<file path="config.mk">
export PLATFORM = sky130hd
export DESIGN_NAME = alu_ctrl
export DESIGN_NICKNAME = d
export VERILOG_FILES = /design/src/rtl/alu_ctrl.sv
export SDC_FILE = /design/constraint.sdc
export NUM_CORES = 1
export LEC_CHECK = 0
export BUFFER_PORTS_ARGS = -buffer_cell sky130_fd_sc_hd__buf_2
export CORE_AREA = 8 8 45 47
export DETAILED_ROUTE_END_ITERATION = 10
export DIE_AREA = 0 0 53 55
export PLACE_DENSITY = 0.78
export SLEW_MARGIN = 20
export SYNTH_ARGS = -nofsm -noshare
export SYNTH_HDL_FRONTEND = slang
export SYNTH_SLANG_ARGS = --single-unit
</file>
<file path="constraint.sdc">
create_clock -name clk -period 1.45 [get_ports clk]
set_input_delay 0.0725 -clock clk [delete_from_list [all_inputs] [get_ports clk]]
set_output_delay 0.0725 -clock clk [all_outputs]
set_load 0.01 [all_outputs]
</file>
<file path="src/rtl/alu_ctrl.sv">
// Sequencing controller for the calculator datapath: button edges drive operand
// loads and walk the ALU opcode through add, subtract and modulo.
//
// state | meaning
// S_A   | waiting to latch operand A
// S_B   | waiting to latch operand B
// S_ADD | ALU performs add
// S_SUB | ALU performs subtract
// S_MOD | ALU performs modulo; next enter wraps to S_ADD
module alu_ctrl (
    input  logic       clk,
    input  logic       rst_n,
    input  logic       enter,
    input  logic       sign,
    input  logic       clear,
    output logic [1:0] reg_ctrl,
    output logic [3:0] fn,
    output logic       signed_mode
);

    typedef enum logic [2:0] {
        S_A   = 3'd0,
        S_B   = 3'd1,
        S_ADD = 3'd2,
        S_SUB = 3'd3,
        S_MOD = 3'd4
    } state_t;

    state_t state;
    state_t state_nxt;
    logic   mode_nxt;
    logic   enter_d;
    logic   sign_d;
    logic   clear_d;
    logic   enter_ev;
    logic   sign_ev;
    logic   clear_ev;

    assign enter_ev = enter & ~enter_d;
    assign sign_ev  = sign  & ~sign_d;
    assign clear_ev = clear & ~clear_d;

    function automatic logic [3:0] fn_enc(input state_t s, input logic m);
        case (s)
            S_A:     return 4'b0000;
            S_B:     return 4'b0001;
            S_ADD:   return {m, 3'd2};
            S_SUB:   return {m, 3'd3};
            S_MOD:   return {m, 3'd4};
            default: return 4'b0000;
        endcase
    endfunction

    always_comb begin
        state_nxt = state;
        mode_nxt  = signed_mode ^ sign_ev;
        if (enter_ev) begin
            case (state)
                S_A:     state_nxt = S_B;
                S_B:     state_nxt = S_ADD;
                S_ADD:   state_nxt = S_SUB;
                S_SUB:   state_nxt = S_MOD;
                S_MOD:   state_nxt = S_ADD;
                default: state_nxt = S_A;
            endcase
        end
    end

    // Edge-detect flops reset high so a button held through reset is ignored.
    always_ff @(posedge clk or negedge rst_n) begin
        if (!rst_n) begin
            state       <= S_A;
            fn          <= 4'b0000;
            reg_ctrl    <= 2'b00;
            signed_mode <= 1'b0;
            enter_d     <= 1'b1;
            sign_d      <= 1'b1;
            clear_d     <= 1'b1;
        end else begin
            enter_d <= enter;
            sign_d  <= sign;
            clear_d <= clear;
            if (clear_ev) begin
                state       <= S_A;
                fn          <= 4'b0000;
                reg_ctrl    <= 2'b00;
                signed_mode <= 1'b0;
            end else begin
                state       <= state_nxt;
                signed_mode <= mode_nxt;
                fn          <= fn_enc(state_nxt, mode_nxt);
                if (enter_ev && state == S_A)
                    reg_ctrl <= 2'b01;
                else if (enter_ev && state == S_B)
                    reg_ctrl <= 2'b10;
                else
                    reg_ctrl <= 2'b00;
            end
        end
    end

endmodule
</file>
==> out/summary.txt, run 1 <==
endpoints failing setup: 0
WHS: 0.1991 ns
CTS clk-pin slew, worst paths: 0.07 ns
post-synthesis compound-gate area fraction: 0.09856
max cap viols: 0
largest family of logic cells by synthesized area: simple AND/OR/NAND/NOR gates
share of cells above drive strength 1: 0.3676
diode count: 0
Sum Neg Setup Slack: 0 ns
commonest non-fill, non-tap cells in the layout: 11 x buf_2, 10 x dfrtp_1, 4 x nor2_1, 4 x nand2_1, 4 x dlygate4sd3_1
vias in the first global route: 452
via count: 436
cell area after synthesis: 609.3 um^2
worst-path maximum fanout: 12
I/O pin count: 12
Crit. End Element: flip-flop
dpl cells: 76
skew final: 0.0008570 ns
first-pass GRT wire length: 1.980 mm
post-synthesis sequential area ratio: 0.5400
pre-CTS setup slack: 0.1587 ns
Post-Synth Simple-Gate Area: 0.2505
Layout Cells excl Fill: 84
XOR/XNOR share of the synthesized area: 0.02875
vias per std cell: 5.190
Die Area: 0.002915 mm^2
min cycle time layout: 1.304 ns
Max VDD drop: 0.4731 mV
post-CTS setup repair buffer count: 0
Mapped Cells: 53
critical path type: flip-flop to flip-flop
core area: 0.001384 mm^2
antenna-violating nets left: 0
cells along the critical path: nor3b_1, mux2i_1, o32ai_1
Pre-Repair DR Iteration Count: 4
HP Class: input pin to async pin
outcome: completed
measured slew at the worst slew-check pin: 0.4341 ns
synth unique cells: 26
post-synth top area cell: dfrtp_1
Avg WL per Cell: 13.64 um
Core Rows: 14
total global routing overflow: 0
leakage power: 0.3254 nW
Num CTS Buffers: 3
drt total wl: 1.146 mm
syn_area_per_cell: 11.50 um^2
Initial DRC Count: 13
Post-layout nets: 74
CP max stage cell: dfrtp_1
Root Buffer: clkbuf_4
Area contributors post-synth: dfrtp_1 41%, dfstp_2 13%, buf_6 3.7%
FF+latch count, synth: 13
largest net degree at the start of global routing: 14
worst path required time: 1.63 ns
Clock Sinks: 13
fmax: 767.1 MHz
adder-cell area share of the yosys netlist: 0
share of the synthesized area in the top cell type: 0.4107
RSZ-0062 raised after global routing: no
fin crit share: 0.8990
width of the die: 53 um
worst skew pair latency: 0.28 ns
CTS tree: built
Fill cells: 126
Net Count, Synth: 58
pins over their slew limit: 0
CP Launch Type: flip-flop
CTS max path bufs: 2
register area: 329.1 um^2
Data arrival, critical path: 1.48 ns
Yosys warnings: 0
GP Congestion: 0.7402
DP Wirelength: 819.7 um
commonest non-fill, non-tap cell in the layout: buf_2
Rel. slew slack: 0.7100
mux cell area share after synthesis: 0.01643
total power: 0.9597 mW
final worst slack: 0.1464 ns
Synth-to-Final Area Change: 18.48%
P per Cell Area: 1329 mW/mm^2
gr usage total: 0.09994
Fin. Hold Viols: 0
port bufs: 11
area taken by multi-input logic gates: 240.2 um^2
CP peak stage delay: 0.52 ns
DRC Markers: 0
initial antenna violation count: 0
initial core utilization: 0.4403
H-tree lvl count: 1
Die H: 55 um
==> area by class of cell <==
type | instances | area share
Clock buffer | 4 | 0.03640
Inverter | 1 | 0.005199
Multi-Input combinational cell | 34 | 0.3328
Sequential cell | 13 | 0.4558
Tap cell | 16 | 0.02773
Timing Repair Buffer | 16 | 0.1421
==> synthesized netlist by cell type <==
cell type   n
clkbuf_1    1
a21oi_2     2
nand3_1     1
nor2b_1     2
or3_1       2
o221ai_1    1
a21oi_1     3
nand4bb_1   1
or2_1       1
xnor2_1     2
nor3b_1     1
inv_1       1
o32ai_1     1
o21ai_0     2
nor3_2      2
buf_6       2
nor2_1      4
nor4bb_1    1
dfrtp_1    10
mux2i_1     1
nand2_1     4
dfstp_2     3
or3_4       1
and4bb_2    1
nand2b_4    1
buf_2       2
==> power breakdown <==
| part | switching, mW | leakage, nW | internal (mW) | total (mW) |
|---|---|---|---|---|
| clock | 0.114 | 0.0150 | 0.107 | 0.221 |
| combinational | 0.115 | 0.148 | 0.120 | 0.235 |
| sequential | 0.0759 | 0.163 | 0.428 | 0.504 |
| total | 0.305 | 0.325 | 0.654 | 0.960 |
==> registers in the layout, summed over array words and instances, names as in the netlist <==
| signal | flops |
|---|---|
| sign_d | 1 |
| fn | 4 |
| clear_d | 1 |
| signed_mode | 1 |
| state | 3 |
| enter_d | 1 |
| reg_ctrl | 2 |
==> stage by stage <==
step                        util  instance area [um^2]
after floorplan                -                 609.3
after global placement    0.4738                 655.6
after detailed placement  0.4738                 655.6
after CTS                 0.5217                 721.9
after global routing      0.5217                 721.9
final                     0.5217                 721.9
==> worst paths after layout <==
| kind | start | end | slack (ns) | depth (start not counted) |
|---|---|---|---|---|
| worst min-delay path | rst_n | fn[1] | 0.20 | 2 |
| worst max-delay path | state[1] | fn[1] | 0.15 | 3 |
| min in group clk | sign | sign_d | 0.44 | 2 |
| worst min register to register | signed_mode | signed_mode | 0.58 | 2 |
| worst max register to register | state[1] | fn[1] | 0.15 | 3 |
| max in group asynchronous | rst_n | clear_d | 0.98 | 2 |
==> repair_timing <==
item,in CTS,in global routing
endpoints found under the hold margin,16,0
resized for setup,0,0
hold buffers,4,0
==> per-layer routing <==
layer | share of wire | wire length [um] | track usage
met1 | 0.37 | 419 | 0.09703
met2 | 0.52 | 592 | 0.1543
met3 | 0.071 | 81 | 0.04278
met4 | 0.045 | 51 | 0.1034
met5 | 0 | 0 | 0
==> worst max-delay path, delay by kind of cell, from the launching register on <==
kind | cells | cell delay [ns]
flops | 1 | 0.52
simple gates | 1 | 0.33
compound gates | 1 | 0.23
mux | 1 | 0.12
==> kinds of logic (layout without fill, tap and decap cells) <==
group                  after synthesis  in the layout
multiplexers                         1              1
AND/OR/NAND/NOR                     22             22
XOR/XNOR                             2              2
AO/OA/AOI/OAI                        9              9
flip-flops                          13             13
buffers and inverters                6             21
Power figures use the tool's default switching activity.
==> inputs of run 2 (changes only) <==
--- a/config.mk
+++ b/config.mk
@@ -10,6 +10,7 @@
 export DETAILED_ROUTE_END_ITERATION = 10
 export DIE_AREA = 0 0 53 55
 export PLACE_DENSITY = 0.78
+export RECOVER_POWER = 25
 export SLEW_MARGIN = 20
 export SYNTH_ARGS = -nofsm -noshare
 export SYNTH_HDL_FRONTEND = slang
==> run 2 against run 1 <==
  * Fmax is 0.56% higher
  * Sequential power hardly changed
  * Hold slack better by 0.13 ns
  * Cell area is 0.17% lower
  * Global-route usage stayed put
  * Highest routed layer unchanged
==> out/summary.txt, run 2 (synthesized netlist as in run 1, its figures left out) <==
Layout Cells excl Fill: 84 (unchanged)
Top Registers: fn x4, state x3, reg_ctrl x2
first-pass GRT wire length: 1.980 mm (unchanged)
Initial DRC Count: 13 (unchanged)
DRC Markers: 0 (unchanged)
Crit. End Element: flip-flop
HP Class: input pin to async pin
fin crit share: 0.8940 (-0.005003)
Largest register FFs: 4 (unchanged)
pins over their slew limit: 0 (unchanged)
CP Launch Type: flip-flop
Avg WL per Cell: 13.45 um (-1.4%)
max cap viols: 0 (unchanged)
outcome: completed
Fin. Hold Viols: 0 (unchanged)
CTS tree: built
CTS clk-pin slew, worst paths: 0.07 ns (about the same)
Pre-Repair DR Iteration Count: 4 (unchanged)
antenna-violating nets left: 0 (unchanged)
min cycle time layout: 1.296 ns (-0.007255 ns)
diode count: 0 (unchanged)
port bufs: 11 (unchanged)
met2 Usage GRT: 0.1543 (unchanged)
Die H: 55 um (unchanged)
worst-path maximum fanout: 12 (unchanged)
DP Wirelength: 819.7 um (unchanged)
Num CTS Buffers: 3 (unchanged)
CP peak stage delay: 0.52 ns (about the same)
share of cells above drive strength 1: 0.3529 (-0.01471)
RSZ-0062 raised after global routing: no
commonest non-fill, non-tap cells in the layout: 10 x dfrtp_1, 10 x buf_2, 4 x nor2_1, 4 x nand2_1, 4 x dlygate4sd3_1
CTS max path bufs: 2 (unchanged)
P per Cell Area: 1329 mW/mm^2 (about the same)
Data arrival, critical path: 1.48 ns (about the same)
I/O pin count: 12 (unchanged)
H-tree lvl count: 1 (unchanged)
Clock Sinks: 13 (unchanged)
measured slew at the worst slew-check pin: 0.6504 ns (+0.2162 ns)
endpoints failing setup: 0 (unchanged)
setup slack, reg-to-reg: 0.15 ns (about the same)
# resized after CTS: 0 (unchanged)
Rel. slew slack: 0.5664 (-0.1436)
Max VDD drop: 0.4711 mV (-0.41%)
total power: 0.9580 mW (-0.18%)
drt total wl: 1.130 mm (-1.4%)
initial antenna violation count: 0 (unchanged)
GR met1 Demand/Resource: 0.09703 (unchanged)
Die Area: 0.002915 mm^2 (unchanged)
Most flops, register: fn
met3 usage: 0.04278 (unchanged)
vias in the first global route: 452 (unchanged)
skew final: 0.0008770 ns (+0.00002007 ns)
cells along the critical path: nor3b_1, mux2i_1, o32ai_1
worst skew pair latency: 0.27 ns (about the same)
core area: 0.001384 mm^2 (unchanged)
GR peak layer: met2
critical path type: flip-flop to flip-flop
WHS: 0.3304 ns (+0.1314 ns)
GP Congestion: 0.7402 (unchanged)
Core Rows: 14 (unchanged)
leakage power: 0.3227 nW (-0.85%)
total global routing overflow: 0 (unchanged)
largest net degree at the start of global routing: 14 (unchanged)
via count: 435 (-0.23%)
width of the die: 53 um (unchanged)
CP max stage cell: dfrtp_1
vias per std cell: 5.179 (-0.23%)
Post-layout nets: 74 (unchanged)
initial core utilization: 0.4403 (unchanged)
gr usage total: 0.09994 (unchanged)
Sum Neg Setup Slack: 0 ns (unchanged)
Synth-to-Final Area Change: 18.28%
dpl cells: 76 (unchanged)
Fill cells: 126 (unchanged)
fmax: 771.4 MHz (+0.56%)
worst path required time: 1.63 ns (about the same)
Root Buffer: clkbuf_4
[run 2: stage by stage]
step / setup WS [ns] / util / area [um^2]
final: 0.1537 / 0.5208 / 720.7
after global routing: 0.03332 / 0.5208 / 720.7
after CTS: 0.1515 / 0.5217 / 721.9
after detailed placement: 0.1587 / 0.4738 / 655.6
after global placement: 0.1932 / 0.4738 / 655.6
after floorplan: 0.2324 / - / 609.3
[run 2: worst paths after layout]
path,start,end,cells after the start
max,state[1],fn[1],3
min,rst_n,fn[1],2
max reg2reg,state[1],fn[1],3
min reg2reg,signed_mode,signed_mode,2
max in group asynchronous,rst_n,state[0],2
min in group clk,sign,sign_d,2
[run 2: worst max-delay path: cells and delay by family, from the launching register on]
family | cells | cell delay, ns
AO/OA/AOI/OAI | 1 | 0.23
multiplexers | 1 | 0.12
flip-flops | 1 | 0.52
AND/OR/NAND/NOR | 1 | 0.33
[run 2: power breakdown]
| part | leakage (nW) | total, mW | switching [mW] | internal (mW) |
|---|---|---|---|---|
| Clock | 0.0150 | 0.221 | 0.114 | 0.107 |
| Sequential | 0.163 | 0.503 | 0.0751 | 0.428 |
| Combinational | 0.145 | 0.235 | 0.115 | 0.119 |
[run 2: repair_timing]
action / CTS / global route
hold buffers: 4 / 0
buffers inserted: 0 / 0
endpoints found under the hold margin: 16 / 0
[run 2: cell type report]
cell class / instances / area [um^2] / area share
flip-flops and latches: 13 / 329.1 / 0.4566
multi-input cells: 34 / 240.2 / 0.3333
repair buffers: 16 / 101.3 / 0.1406
clock buffers: 4 / 26.28 / 0.03646
well taps: 16 / 20.02 / 0.02778
inverters: 1 / 3.754 / 0.005208
[run 2: layer usage]
layer | wire (um) | vias up | share of wire
met4 | 51 | 0 | 0.045
met3 | 81 | 4 | 0.072
met2 | 595 | 13 | 0.53
met1 | 401 | 207 | 0.35
met5 | 0 | - | 0
li1 | - | 211 | -
==> inputs of run 3 (changes only) <==
--- a/config.mk
+++ b/config.mk
@@ -6,10 +6,10 @@
 export NUM_CORES = 1
 export LEC_CHECK = 0
 export BUFFER_PORTS_ARGS = -buffer_cell sky130_fd_sc_hd__buf_2
-export CORE_AREA = 8 8 45 47
+export CORE_AREA = 2 2 39 41
 export DETAILED_ROUTE_END_ITERATION = 10
-export DIE_AREA = 0 0 53 55
-export PLACE_DENSITY = 0.78
+export DIE_AREA = 0 0 41 43
+export PLACE_DENSITY = 0.68
 export RECOVER_POWER = 25
 export SLEW_MARGIN = 20
 export SYNTH_ARGS = -nofsm -noshare
==> constraint.sdc (replaced) <==
create_clock -name clk -period 1.26 [get_ports clk]
set_input_delay 0.063 -clock clk [delete_from_list [all_inputs] [get_ports clk]]
set_output_delay 0.063 -clock clk [all_outputs]
set_load 0.01 [all_outputs]
==> run 3 against run 2 <==
  * Wire length is 2.8% lower
  * Cell area grew 3.3%
  * Critical path type unchanged
  * Combinational power is 38% higher
  * Largest cell class unchanged
==> out/summary.txt, run 3 (synthesized netlist as in run 1, its figures left out) <==
fmax: 839.8 MHz (+8.9%)
Avg WL per Cell: 12.92 um (-4.0%)
worst path required time: 1.42 ns (-0.21 ns)
Sum Neg Setup Slack: 0 ns (unchanged)
CTS max path bufs: 2 (unchanged)
I/O pin count: 12 (unchanged)
gr usage total: 0.1573 (+0.05736)
Fin. Hold Viols: 0 (unchanged)
CTS tree: built
switching part of the total: 0.3295 (+0.01199)
Rel. slew slack: 0.5411 (-0.02534)
Clk pwr share: 0.230 (about the same)
Max VDD drop: 0.6372 mV (+35%)
measured slew at the worst slew-check pin: 0.6884 ns (+0.03801 ns)
Layout Cells excl Fill: 85 (+1.2%)
Worst R2R End: state[1]
HP Class: input pin to async pin
antenna-violating nets left: 0 (unchanged)
Root Buffer: clkbuf_4
skew final: 0.004959 ns (+0.004082 ns)
vias in the first global route: 405 (-10%)
share of cells above drive strength 1: 0.4203 (+0.06735)
leakage power: 0.3306 nW (+2.5%)
min cycle time layout: 1.191 ns (-0.1056 ns)
commonest non-fill, non-tap cells in the layout: 10 x buf_2, 8 x dfrtp_1, 4 x nor2_1, 4 x nand2_1, 4 x dlygate4sd3_1
Initial DRC Count: 6 (-7)
worst-path maximum fanout: 3 (-9)
pre-CTS setup slack: 0.02784 ns (-0.1308 ns)
internal power: 0.7836 mW (+20%)
vias per std cell: 5.224 (+0.87%)
part of the power in registers: 0.493 (-0.032)
Critical R2R Launch: enter_d
diode count: 0 (unchanged)
first-pass GRT wire length: 1.787 mm (-9.7%)
pins over their slew limit: 0 (unchanged)
Crit. End Element: flip-flop
core area: 0.001384 mm^2 (unchanged)
net switching power figure: 0.3850 mW (+27%)
drt total wl: 1.098 mm (-2.8%)
Data arrival, critical path: 1.35 ns (-0.13 ns)
initial core utilization: 0.4403 (unchanged)
outcome: completed
total power: 1.169 mW (+22%)
worst skew pair latency: 0.28 ns (about the same)
CTS clk-pin slew, worst paths: 0.08 ns (about the same)
fin crit share: 0.9450 (+0.05101)
H-tree lvl count: 1 (unchanged)
Core Rows: 14 (unchanged)
port bufs: 11 (unchanged)
commonest non-fill, non-tap cell in the layout: buf_2
width of the die: 41 um (-23%)
via count: 444 (+2.1%)
setup slack, reg-to-reg: 0.07 ns (-0.08 ns)
Post-layout nets: 75 (+1.4%)
Die Area: 0.001763 mm^2 (-40%)
endpoints failing setup: 0 (unchanged)
CP Launch Type: flip-flop
Setup crit start: enter_d
Top Registers: fn x4, state x3, reg_ctrl x2
Reg2Reg Depth: 3 (unchanged)
P per Cell Area: 1570 mW/mm^2 (+18%)
final worst slack: 0.06928 ns (-0.08441 ns)
DRC Markers: 0 (unchanged)
dpl cells: 77 (+1.3%)
Num CTS Buffers: 3 (unchanged)
Gate power share: 0.277 (+0.032)
max cap viols: 0 (unchanged)
RSZ-0062 raised after global routing: no
DP Wirelength: 783 um (-4.5%)
Pre-Repair DR Iteration Count: 4 (unchanged)
Synth-to-Final Area Change: 22.18%
Clock Sinks: 13 (unchanged)
critical path type: flip-flop to flip-flop
Die H: 43 um (-22%)
Largest register FFs: 4 (unchanged)
GP Congestion: 0.7739 (+4.6%)
initial antenna violation count: 0 (unchanged)
largest net degree at the start of global routing: 14 (unchanged)
total global routing overflow: 0 (unchanged)
Most flops, register: fn
[run 3: critical path, cell delays in order, from the launching register on]
cell and delay [ns]:
dfstp_2 0.57, and4bb_2 0.25, a21oi_1 0.12, o221ai_1 0.12
[run 3: power groups by stage]
| stage | clock [mW] | combinational [mW] | sequential, mW |
|---|---|---|---|
| final | 0.269 | 0.324 | 0.576 |
| after global routing | 0.296 | 0.356 | 0.587 |
| after CTS | 0.271 | 0.320 | 0.562 |
| after detailed placement | 0 | 0.308 | 0.570 |
| after global placement | 0 | 0.303 | 0.564 |
| after floorplan | 0 | 0.222 | 0.550 |
[run 3: what timing repair did]
item	CTS	global route
hold buffers	4	0
endpoints found under the setup margin	0	3
gates resized for setup	0	5
buffers inserted	0	0
endpoints found under the hold margin	16	0
[run 3: routing by layer]
| layer | wire (um) | GRT usage | up-vias |
|---|---|---|---|
| met4 | 23 | 0.1200 | 0 |
| met2 | 532 | 0.2094 | 14 |
| met1 | 489 | 0.2041 | 210 |
| li1 | - | - | 216 |
| met5 | 0 | 0 | - |
| met3 | 53 | 0.04712 | 4 |
[run 3: through the flow]
stage	cell area, um^2	hold WS [ns]	util
after global placement	663.1	-0.04008	0.4792
final	744.5	0.3244	0.5380
after detailed placement	663.1	-0.03354	0.4792
after floorplan	609.3	-0.2326	-
after CTS	729.5	0.1958	0.5271
after global routing	744.5	0.4071	0.5380
[run 3: layout make-up]
cell class                 count  area [um^2]
fill                         129        639.4
sequential                    13        331.6
tap                           16        20.02
clock buffer                   4        26.28
inverter                       1        3.754
timing repair buffer          17        108.9
multi-input combinational     34        254.0
[run 3: worst max path at each step]
stage,end,cells after the start,slack [ns]
2_1_floorplan,reg_ctrl[1],4,0.04
3_3_place_gp,fn[1],3,0.04
3_5_place_dp,fn[1],3,0.03
4_1_cts,fn[1],3,0.003
5_1_grt,fn[1],3,0.008
6_report,state[1],3,0.07
